`src/rtl/pwm_pkg.sv`:
```
// Shared constants, stager state and register-address decode for the PWM update scheduler.
package pwm_pkg;

    localparam int unsigned BYTE_W = 8;
    localparam int unsigned IDX_W  = 4;

    localparam logic [7:0] ADDR_PERIOD_LO = 8'h10;
    localparam logic [7:0] ADDR_PERIOD_HI = 8'h11;
    localparam logic [7:0] ADDR_CTRL      = 8'h12;

    localparam int unsigned CTRL_EN_BIT    = 0;
    localparam int unsigned CTRL_FORCE_BIT = 1;

    typedef enum logic {
        S_IDLE    = 1'b0,
        S_LO_HELD = 1'b1
    } stager_state_e;

    // Decoded view of a byte address into a 16-bit register entry
    typedef struct packed {
        logic             hit;
        logic             hi;
        logic [IDX_W-1:0] idx;
    } reg_dec_t;

    // Duty entries occupy 0..2*num_ch-1; the period entry sits after the last channel
    function automatic reg_dec_t decode_addr(input logic [7:0] addr, input int unsigned num_ch);
        reg_dec_t d;
        d.hit = 1'b0;
        d.hi  = addr[0];
        d.idx = '0;
        if (32'(addr) < 2 * num_ch) begin
            d.hit = 1'b1;
            d.idx = IDX_W'(addr[7:1]);
        end else if (addr == ADDR_PERIOD_LO || addr == ADDR_PERIOD_HI) begin
            d.hit = 1'b1;
            d.idx = IDX_W'(num_ch);
        end
        return d;
    endfunction

endpackage

```
`src/rtl/pwm_compare.sv`:
```
// One PWM channel: compares the shared counter against this channel's active duty.
module pwm_compare #(
    parameter int unsigned CNT_W = 16
) (
    input  logic             Clk,
    input  logic             rst_n,
    input  logic             enable,
    input  logic [CNT_W-1:0] counter,
    input  logic [CNT_W-1:0] duty,
    output logic             pwm
);

    always_ff @(posedge Clk or negedge rst_n) begin
        if (!rst_n) begin
            pwm <= 1'b0;
        end else begin
            pwm <= enable && (counter < duty);
        end
    end

endmodule

```
`src/rtl/pwm_update_scheduler.sv`:
```
// PWM timebase and duty/period registers; byte-pair writes land in shadows and are
// committed to the active set only at period boundaries (or on a forced commit).
module pwm_update_scheduler
    import pwm_pkg::*;
#(
    parameter int unsigned      NUM_CH     = 8,
    parameter int unsigned      CNT_W      = 16,
    parameter logic [CNT_W-1:0] PERIOD_RST = CNT_W'(16'hFFFF)
) (
    input  logic              Clk,
    input  logic              rst_n,
    input  logic              wr_en,
    input  logic [7:0]        wr_addr,
    input  logic [7:0]        wr_data,
    output logic [7:0]        rd_data,
    output logic [NUM_CH-1:0] pwm_out,
    output logic              period_start,
    output logic              commit_pending
);

    localparam int unsigned NUM_ENT = NUM_CH + 1;
    localparam int unsigned PER_IDX = NUM_CH;

    logic [CNT_W-1:0]   shadow_q [NUM_ENT];
    logic [CNT_W-1:0]   active_q [NUM_ENT];
    logic [NUM_ENT-1:0] dirty_q;
    logic [NUM_ENT-1:0] dirty_d;
    logic [NUM_ENT-1:0] set_mask;

    stager_state_e      stg_state_q;
    logic [IDX_W-1:0]   held_idx_q;
    logic [BYTE_W-1:0]  hold_q;

    logic [CNT_W-1:0]   counter_q;
    logic               enable_q;
    logic               enable_d;

    reg_dec_t           dec;
    logic               lo_wr;
    logic               hi_wr;
    logic               pair_match;
    logic [CNT_W-1:0]   hi_value;
    logic               ctrl_wr;
    logic               force_commit;
    logic [CNT_W-1:0]   period_active;
    logic               wrap;
    logic               boundary;
    logic [CNT_W-1:0]   rd_entry;

    assign dec        = decode_addr(wr_addr, NUM_CH);
    assign lo_wr      = wr_en && dec.hit && !dec.hi;
    assign hi_wr      = wr_en && dec.hit && dec.hi;
    assign pair_match = (stg_state_q == S_LO_HELD) && (held_idx_q == dec.idx);

    // An orphan high byte keeps the shadow's existing low byte
    assign hi_value = pair_match ? CNT_W'({wr_data, hold_q})
                                 : CNT_W'({wr_data, shadow_q[dec.idx][BYTE_W-1:0]});

    assign ctrl_wr       = wr_en && (wr_addr == ADDR_CTRL);
    assign force_commit  = ctrl_wr && wr_data[CTRL_FORCE_BIT];
    assign enable_d      = ctrl_wr ? wr_data[CTRL_EN_BIT] : enable_q;
    assign period_active = active_q[PER_IDX];
    assign wrap          = enable_q && (counter_q == period_active);
    assign boundary      = wrap || !enable_q || force_commit;

    // A write landing on a boundary re-marks its entry dirty after the clear
    assign set_mask = hi_wr ? (NUM_ENT'(1) << dec.idx) : '0;
    assign dirty_d  = (boundary ? '0 : dirty_q) | set_mask;

    // Byte-pair stager
    always_ff @(posedge Clk or negedge rst_n) begin
        if (!rst_n) begin
            stg_state_q <= S_IDLE;
            held_idx_q  <= '0;
            hold_q      <= '0;
        end else if (lo_wr) begin
            stg_state_q <= S_LO_HELD;
            held_idx_q  <= dec.idx;
            hold_q      <= wr_data;
        end else if (hi_wr && pair_match) begin
            stg_state_q <= S_IDLE;
        end
    end

    // Shadow, active and dirty register files
    always_ff @(posedge Clk or negedge rst_n) begin
        if (!rst_n) begin
            for (int unsigned i = 0; i < NUM_ENT; i++) begin
                shadow_q[i] <= (i == PER_IDX) ? PERIOD_RST : '0;
                active_q[i] <= (i == PER_IDX) ? PERIOD_RST : '0;
            end
            dirty_q <= '0;
        end else begin
            for (int unsigned i = 0; i < NUM_ENT; i++) begin
                if (boundary && dirty_q[i]) begin
                    active_q[i] <= shadow_q[i];
                end
            end
            if (hi_wr) begin
                shadow_q[dec.idx] <= hi_value;
            end
            dirty_q <= dirty_d;
        end
    end

    // Timebase, control and status flags
    always_ff @(posedge Clk or negedge rst_n) begin
        if (!rst_n) begin
            counter_q      <= '0;
            enable_q       <= 1'b0;
            period_start   <= 1'b0;
            commit_pending <= 1'b0;
        end else begin
            counter_q      <= (!enable_q || wrap) ? '0 : counter_q + CNT_W'(1);
            enable_q       <= enable_d;
            period_start   <= wrap && enable_d;
            commit_pending <= |dirty_d;
        end
    end

    always_comb begin
        rd_data  = '0;
        rd_entry = shadow_q[dec.idx];
        if (dec.hit) begin
            rd_data = dec.hi ? rd_entry[2*BYTE_W-1:BYTE_W] : rd_entry[BYTE_W-1:0];
        end else if (wr_addr == ADDR_CTRL) begin
            rd_data = {6'b0, commit_pending, enable_q};
        end
    end

    for (genvar g = 0; g < NUM_CH; g++) begin : g_ch
        pwm_compare #(
            .CNT_W (CNT_W)
        ) u_cmp (
            .Clk     (Clk),
            .rst_n   (rst_n),
            .enable  (enable_q),
            .counter (counter_q),
            .duty    (active_q[g]),
            .pwm     (pwm_out[g])
        );
    end

endmodule

```
`config.mk`:
```
export PLATFORM = sky130hd
export DESIGN_NAME = pwm_update_scheduler
export DESIGN_NICKNAME = d
export VERILOG_FILES = /design/src/rtl/pwm_pkg.sv /design/src/rtl/pwm_compare.sv /design/src/rtl/pwm_update_scheduler.sv
export SDC_FILE = /design/constraint.sdc
export NUM_CORES = 1
export LEC_CHECK = 0
export CORE_MARGIN = 2
export CORE_UTILIZATION = 30
export CTS_BUF_LIST = sky130_fd_sc_hd__clkbuf_8
export CTS_CLUSTER_SIZE = 8
export DETAILED_ROUTE_END_ITERATION = 10
export PLACE_DENSITY = 0.49
export SYNTH_ARGS = -nofsm -noshare
export SYNTH_HDL_FRONTEND = slang
export SYNTH_SLANG_ARGS = --single-unit
```
`constraint.sdc`:
```
create_clock -name Clk -period 6.51 [get_ports Clk]
set_input_delay 1.302 -clock Clk [delete_from_list [all_inputs] [get_ports Clk]]
set_output_delay 1.302 -clock Clk [all_outputs]
set_load 0.1 [all_outputs]
```
==> impl_metrics.py, run 1 <==
metrics = {
    "routing": {
        "wl_per_cell_um": 22.1,
        "ant_nets": 0,
        "drtIter0Drc": 892,
        "wl_um": 57500,
        "drcViolationCount": 0,
        "num_vias": 13200,
        "vias_per_cell": 5.06,
        "dr.pass1.iters": 5,
    },
    "synth": {
        "ys_top_cells_by_count": "305 x dfrtp_1, 248 x nand2_1, 125 x inv_1",
        "synthesis.area_mm2": 0.0183,
        "synth_seq_cells": 337,
        "synth_area_leader_cell": "dfrtp_1",
        "ys_types": 65,
        "yosys_most_used_dff": "dfrtp_1",
        "syn_avg_cell_area_um2": 10.6,
        "synthArstFlopShare": 1.00,
        "synth_warnings": 0,
        "yosysMostFrequentCell": "dfrtp_1",
        "syn_nets": 1876,
        "synth_cells": 1736,
        "synth_top_area_share": 0.416,
        "yosysSeqAreaShare": 0.462,
        "ys_top_cells_by_area": "dfrtp_1 42%, ha_1 8.3%, mux2_4 7.3%, mux2_2 6.8%, nand2_1 5.1%",
        "synth_edf_count": 0,
    },
    "final_layout": {
        "finalNonFillerCells": 2601,
        "drive_gt1_frac": 0.217,
        "area_growth_pct": 13.1,
        "n_antenna_cell": 0,
        "nets": 1917,
    },
    "power_and_ir_drop": {
        "p_leak_nw": 9.97,
        "vdd_drop_max_uv": 145,
        "power_density_mw_per_mm2": 221,
        "power.total_mw": 4.58,
    },
    "global_route": {
        "overflow": 0,
        "antenna_found_initial": 3,
        "grt_pass1_vias": 13400,
        "grt_first_pass_wirelength_um": 87500,
        "grt_usage": 0.185,
        "grt_max_degree": 126,
    },
    "place": {
        "dpl.cell_count": 2497,
        "io_buffer_count": 36,
        "gp_congestion": 0.903,
        "dp_hpwl_um": 41000,
        "pre_cts_slack_ps": 801,
    },
    "setup_path": {
        "start_kind": "input pin",
        "path_max_fanout": 28,
        "cp.required_ps": 5210,
        "crit_chain": "clkdlybuf4s50_1 > or4_2 > buf_4 > a2bb2oi_1 > o22a_1 > a32o_1 > or2_2 > a21oi_1 > buf_12",
        "critPathArrivalTime_ps": 4500,
        "max_stage_delay_ps": 790,
        "cpLargestDelayFamily": "buffers and inverters",
        "path_buf_inv": 3,
        "crit_type": "in2out",
        "cp-end-kind": "output port",
        "timing.critical_path.slowest_stage_cell": "or4_2",
    },
    "job": {
        "maxCapViolCount": 0,
    },
    "floorplanning": {
        "die_x_um": 251,
        "num_rows": 90,
        "design.die.area_mm2": 0.0631,
        "ios": 37,
        "die_height_um": 251,
        "initial_core_util": 0.304,
        "coreArea_mm2": 0.0604,
    },
    "timing": {
        "max_freq_ghz": 0.172,
        "fin_skew_ps": 34.1,
        "setup_violations": 0,
        "fin_crit_sh": 0.891,
        "setup_tns_ps": 0,
        "slew_headroom": 0.171,
        "hold_viol_final": 0,
        "rsz0062_at_grt": "no",
        "maxSlewViolCount": 0,
        "finalCriticalPeriod_ps": 5800,
        "tightest_slew_ps": 1240,
        "worst_slack_ps": 708,
    },
    "clock_network": {
        "hold_buffers": 0,
        "root_buffer": "clkbuf_8",
        "post_cts_resized": 0,
        "cts_buffer_depth": 3,
        "cts_max_level": 2,
        "cts_buffers": 60,
        "cts_sinks": 337,
        "clk_pin_slew_ps": 60,
        "cts_setup_buffers": 0,
        "clock_latency_ps": 670,
        "cts_tree": "yes",
    },
    "outcome": {
        "status": "complete, no violations",
    },
    "worst_hold_path": {
        "hold_path.class": "reg2reg",
    },
}
## state kept, by name, indices dropped and copies added (netlist names)
name and cells:
counter_q 16, dirty_q 9, enable_q 1, period_start 1
active_q 128, period_active 16, stg_state_q 1, commit_pending 1
shadow_q 144, hold_q 8, held_idx_q 4, g_ch.u_cmp.pwm 8
## per-layer routing
metal	GRT usage	routed length (µm)
met5	0	23
met4	0.0651	1790
met3	0.0320	3000
met2	0.300	26700
met1	0.249	26000
## final cells by class
| class | instances | area [µm²] |
|---|---|---|
| clock buffer | 68 | 936 |
| clock inverter | 36 | 145 |
| sequential | 337 | 8470 |
| tap | 782 | 978 |
| multi-input combinational | 1173 | 8940 |
| timing repair buffer | 79 | 783 |
| inverter | 126 | 473 |
| fill | 6063 | 39600 |
## where the power goes
part           switching, mW  internal, mW  leakage, nW
clock                  0.892         0.938        0.667
combinational          0.304         0.165         4.78
sequential            0.0900          2.19         4.52
total                   1.29          3.29         9.97
## stage by stage
| stage | hold WS (ps) | util | cell area (µm²) |
|---|---|---|---|
| finish | 489 | 0.344 | 20700 |
| global route | 519 | 0.344 | 20700 |
| CTS | 494 | 0.344 | 20700 |
| detailed placement | 484 | 0.326 | 19700 |
| global placement | 480 | 0.326 | 19700 |
| floorplan | 446 | - | 18300 |
## layout by cell type (no fill, tap or decap), types with 9 or more instances in the layout
master           instances
nand2_4                  9
dfrtp_1                305
xnor2_1                 24
a211oi_1                10
a31oi_1                 63
buf_12                  10
mux2i_1                 11
nand2_1                248
clkbuf_8                68
o21ai_0                 43
a221oi_1                 9
a21oi_1                 53
o22ai_1                 22
o211ai_1                 9
a2bb2oi_1               12
dfstp_2                 32
nand3_1                 28
ha_1                   121
mux2_4                  89
nand2b_1                28
nor3_1                   9
a21o_1                  41
buf_4                   41
mux2_2                 110
clkdlybuf4s50_1         25
a211o_1                 10
nand4_1                 21
inv_1                  157
nor2_1                 104
## final timing paths
path,start,end,slack (ps),cells after the start
hold reg to reg,shadow_q[9],shadow_q[9],490,2
setup / recovery,wr_addr[4],rd_data[7],710,9
setup reg to reg,counter_q[10],active_q[42],2430,7
hold / removal,shadow_q[9],shadow_q[9],490,2
max in group asynchronous,rst_n,active_q[42],4570,2
min in group asynchronous,rst_n,active_q[113],670,1
## cells by family (layout without fill, tap and decap cells)
group / count (synthesis) / count (layout) / synth area share
multiplexers: 212 / 212 / 0.149
flip-flops: 337 / 337 / 0.462
buffers and inverters: 226 / 309 / 0.0529
AO/OA/AOI/OAI: 315 / 315 / 0.116
XOR/XNOR: 32 / 32 / 0.0153
adder cells (fa/ha/maj): 121 / 121 / 0.0826
AND/OR/NAND/NOR: 493 / 493 / 0.123
## worst min-delay path, delay by kind of cell, from the launching register on
family | cells | cell delay (ps)
simple gates | 2 | 110
flops | 1 | 380
Note: power is estimated with default switching activity, not from simulation.
==> inputs of run 2 (changes only) <==
--- a/config.mk
+++ b/config.mk
@@ -6,11 +6,11 @@
 export NUM_CORES = 1
 export LEC_CHECK = 0
 export CORE_MARGIN = 2
-export CORE_UTILIZATION = 30
+export CORE_UTILIZATION = 48
 export CTS_BUF_LIST = sky130_fd_sc_hd__clkbuf_8
 export CTS_CLUSTER_SIZE = 8
 export DETAILED_ROUTE_END_ITERATION = 10
-export PLACE_DENSITY = 0.49
+export PLACE_DENSITY = 0.69
 export SYNTH_ARGS = -nofsm -noshare
 export SYNTH_HDL_FRONTEND = slang
 export SYNTH_SLANG_ARGS = --single-unit
==> impl_metrics.py, run 2 (synthesis results as in run 1) <==
metrics = {
    "timing": {
        "fin_skew_ps": 24.0,
        "rsz0062_at_grt": "no",
        "max_freq_ghz": 0.179,
        "hold_viol_final": 0,
        "holdWs_ps": 477,
        "slew_headroom": 0.101,
        "finalCriticalPeriod_ps": 5570,
        "maxSlewViolCount": 0,
        "fin_crit_sh": 0.856,
        "setup_violations": 0,
        "tightest_slew_ps": 1340,
        "setup_tns_ps": 0,
    },
    "outcome": {
        "status": "complete, no violations",
    },
    "final_layout": {
        "regArea_mm2": 0.00847,
        "final_cell_mix": "305 x dfrtp_1, 248 x nand2_1, 144 x inv_1",
        "nets": 1907,
        "n_antenna_cell": 0,
        "largest_register_ffs": 144,
        "finalNonFillerCells": 2321,
        "fillers": 3328,
        "fin_area_mm2": 0.0204,
        "multi_input_area_mm2": 0.00894,
        "drive_gt1_frac": 0.220,
        "top_regs": "shadow_q x144, active_q x128",
        "top_register": "shadow_q",
        "area_growth_pct": 11.2,
        "final_common_cell": "dfrtp_1",
    },
    "routing": {
        "drtIter0Drc": 1319,
        "ant_nets": 0,
        "vias_per_cell": 5.85,
        "dr.pass1.iters": 6,
        "drcViolationCount": 0,
        "num_vias": 13600,
        "wl_per_cell_um": 22.4,
        "wl_um": 51900,
    },
    "floorplanning": {
        "die_height_um": 199,
        "design.die.area_mm2": 0.0398,
        "num_rows": 71,
        "ios": 37,
        "initial_core_util": 0.487,
        "coreArea_mm2": 0.0377,
        "die_x_um": 199,
    },
    "global_route": {
        "grt_max_degree": 116,
        "grt_first_pass_wirelength_um": 80200,
        "antenna_found_initial": 0,
        "overflow": 0,
        "grt_usage": 0.270,
        "grt_pass1_vias": 13300,
    },
    "clock_network": {
        "cts_setup_buffers": 0,
        "clk_pin_slew_ps": 60,
        "cts_tree": "yes",
        "cts_sinks": 337,
        "root_buffer": "clkbuf_8",
        "hold_buffers": 0,
        "post_cts_resized": 0,
        "cts_max_level": 2,
        "clock_latency_ps": 630,
        "cts_buffer_depth": 3,
        "cts_buffers": 56,
    },
    "setup_path": {
        "crit_type": "in2out",
        "path_max_fanout": 12,
        "start_kind": "input pin",
        "critPathArrivalTime_ps": 4270,
        "cp-end-kind": "output port",
        "cp.required_ps": 5210,
    },
    "power_and_ir_drop": {
        "vdd_drop_max_uv": 150,
        "p_leak_nw": 9.93,
        "power_density_mw_per_mm2": 226,
    },
    "place": {
        "dp_hpwl_um": 37200,
        "placed_cell_area_mm2": 0.0192,
        "dpl.cell_count": 2220,
        "io_buffer_count": 36,
        "gp_congestion": 0.969,
    },
    "job": {
        "maxCapViolCount": 0,
    },
    "worst_hold_path": {
        "hold_path.class": "reg2reg",
    },
}
-- run 2: layer usage --
metal | routed length, µm | up-vias | part of all wire | GRT usage
met5 | 0 | - | 0 | 0
met4 | 2590 | 0 | 0.050 | 0.124
met3 | 3970 | 151 | 0.076 | 0.0486
met2 | 23200 | 597 | 0.45 | 0.421
met1 | 22200 | 6671 | 0.43 | 0.366
li1 | - | 6155 | - | -
-- run 2: path summary, 6_finish.rpt --
path | start | slack (ps) | endpoint | depth (start not counted)
max in group asynchronous | rst_n | 4360 | hold_q[5] | 2
max | wr_addr[4] | 940 | rd_data[7] | 8
max reg2reg | counter_q[10] | 2850 | active_q[45] | 8
min in group asynchronous | rst_n | 700 | active_q[116] | 1
min reg2reg | shadow_q[9] | 480 | shadow_q[9] | 2
min | shadow_q[9] | 480 | shadow_q[9] | 2
-- run 2: cell type report --
class / instances / area share
clock buffers: 73 / 0.0493
multi-input cells: 1173 / 0.438
flip-flops and latches: 337 / 0.416
repair buffers: 73 / 0.0356
well taps: 511 / 0.0314
inverters: 126 / 0.0232
clock inverters: 28 / 0.00644
-- run 2: metrics by stage --
stage          setup WS (ps)  power, mW   util
3_3_place_gp             997       2.75  0.511
4_1_cts                  960       4.63  0.541
2_1_floorplan            729       2.56      -
6_report                 936       4.62  0.541
3_5_place_dp             992       2.76  0.511
5_1_grt                  776       4.79  0.541
-- run 2: where the power goes --
| group | internal [mW] | total [mW] | switching [mW] |
|---|---|---|---|
| sequential | 2.19 | 2.28 | 0.0943 |
| clock | 1.00 | 1.87 | 0.871 |
| combinational | 0.163 | 0.458 | 0.294 |
-- run 2: critical path, stage by stage --
cell             delay [ps]
clkdlybuf4s50_1         580
or4_2                   890
a2bb2oi_1               200
o22a_1                  200
a32o_1                  270
or2_2                   270
a21oi_1                 310
buf_12                  220
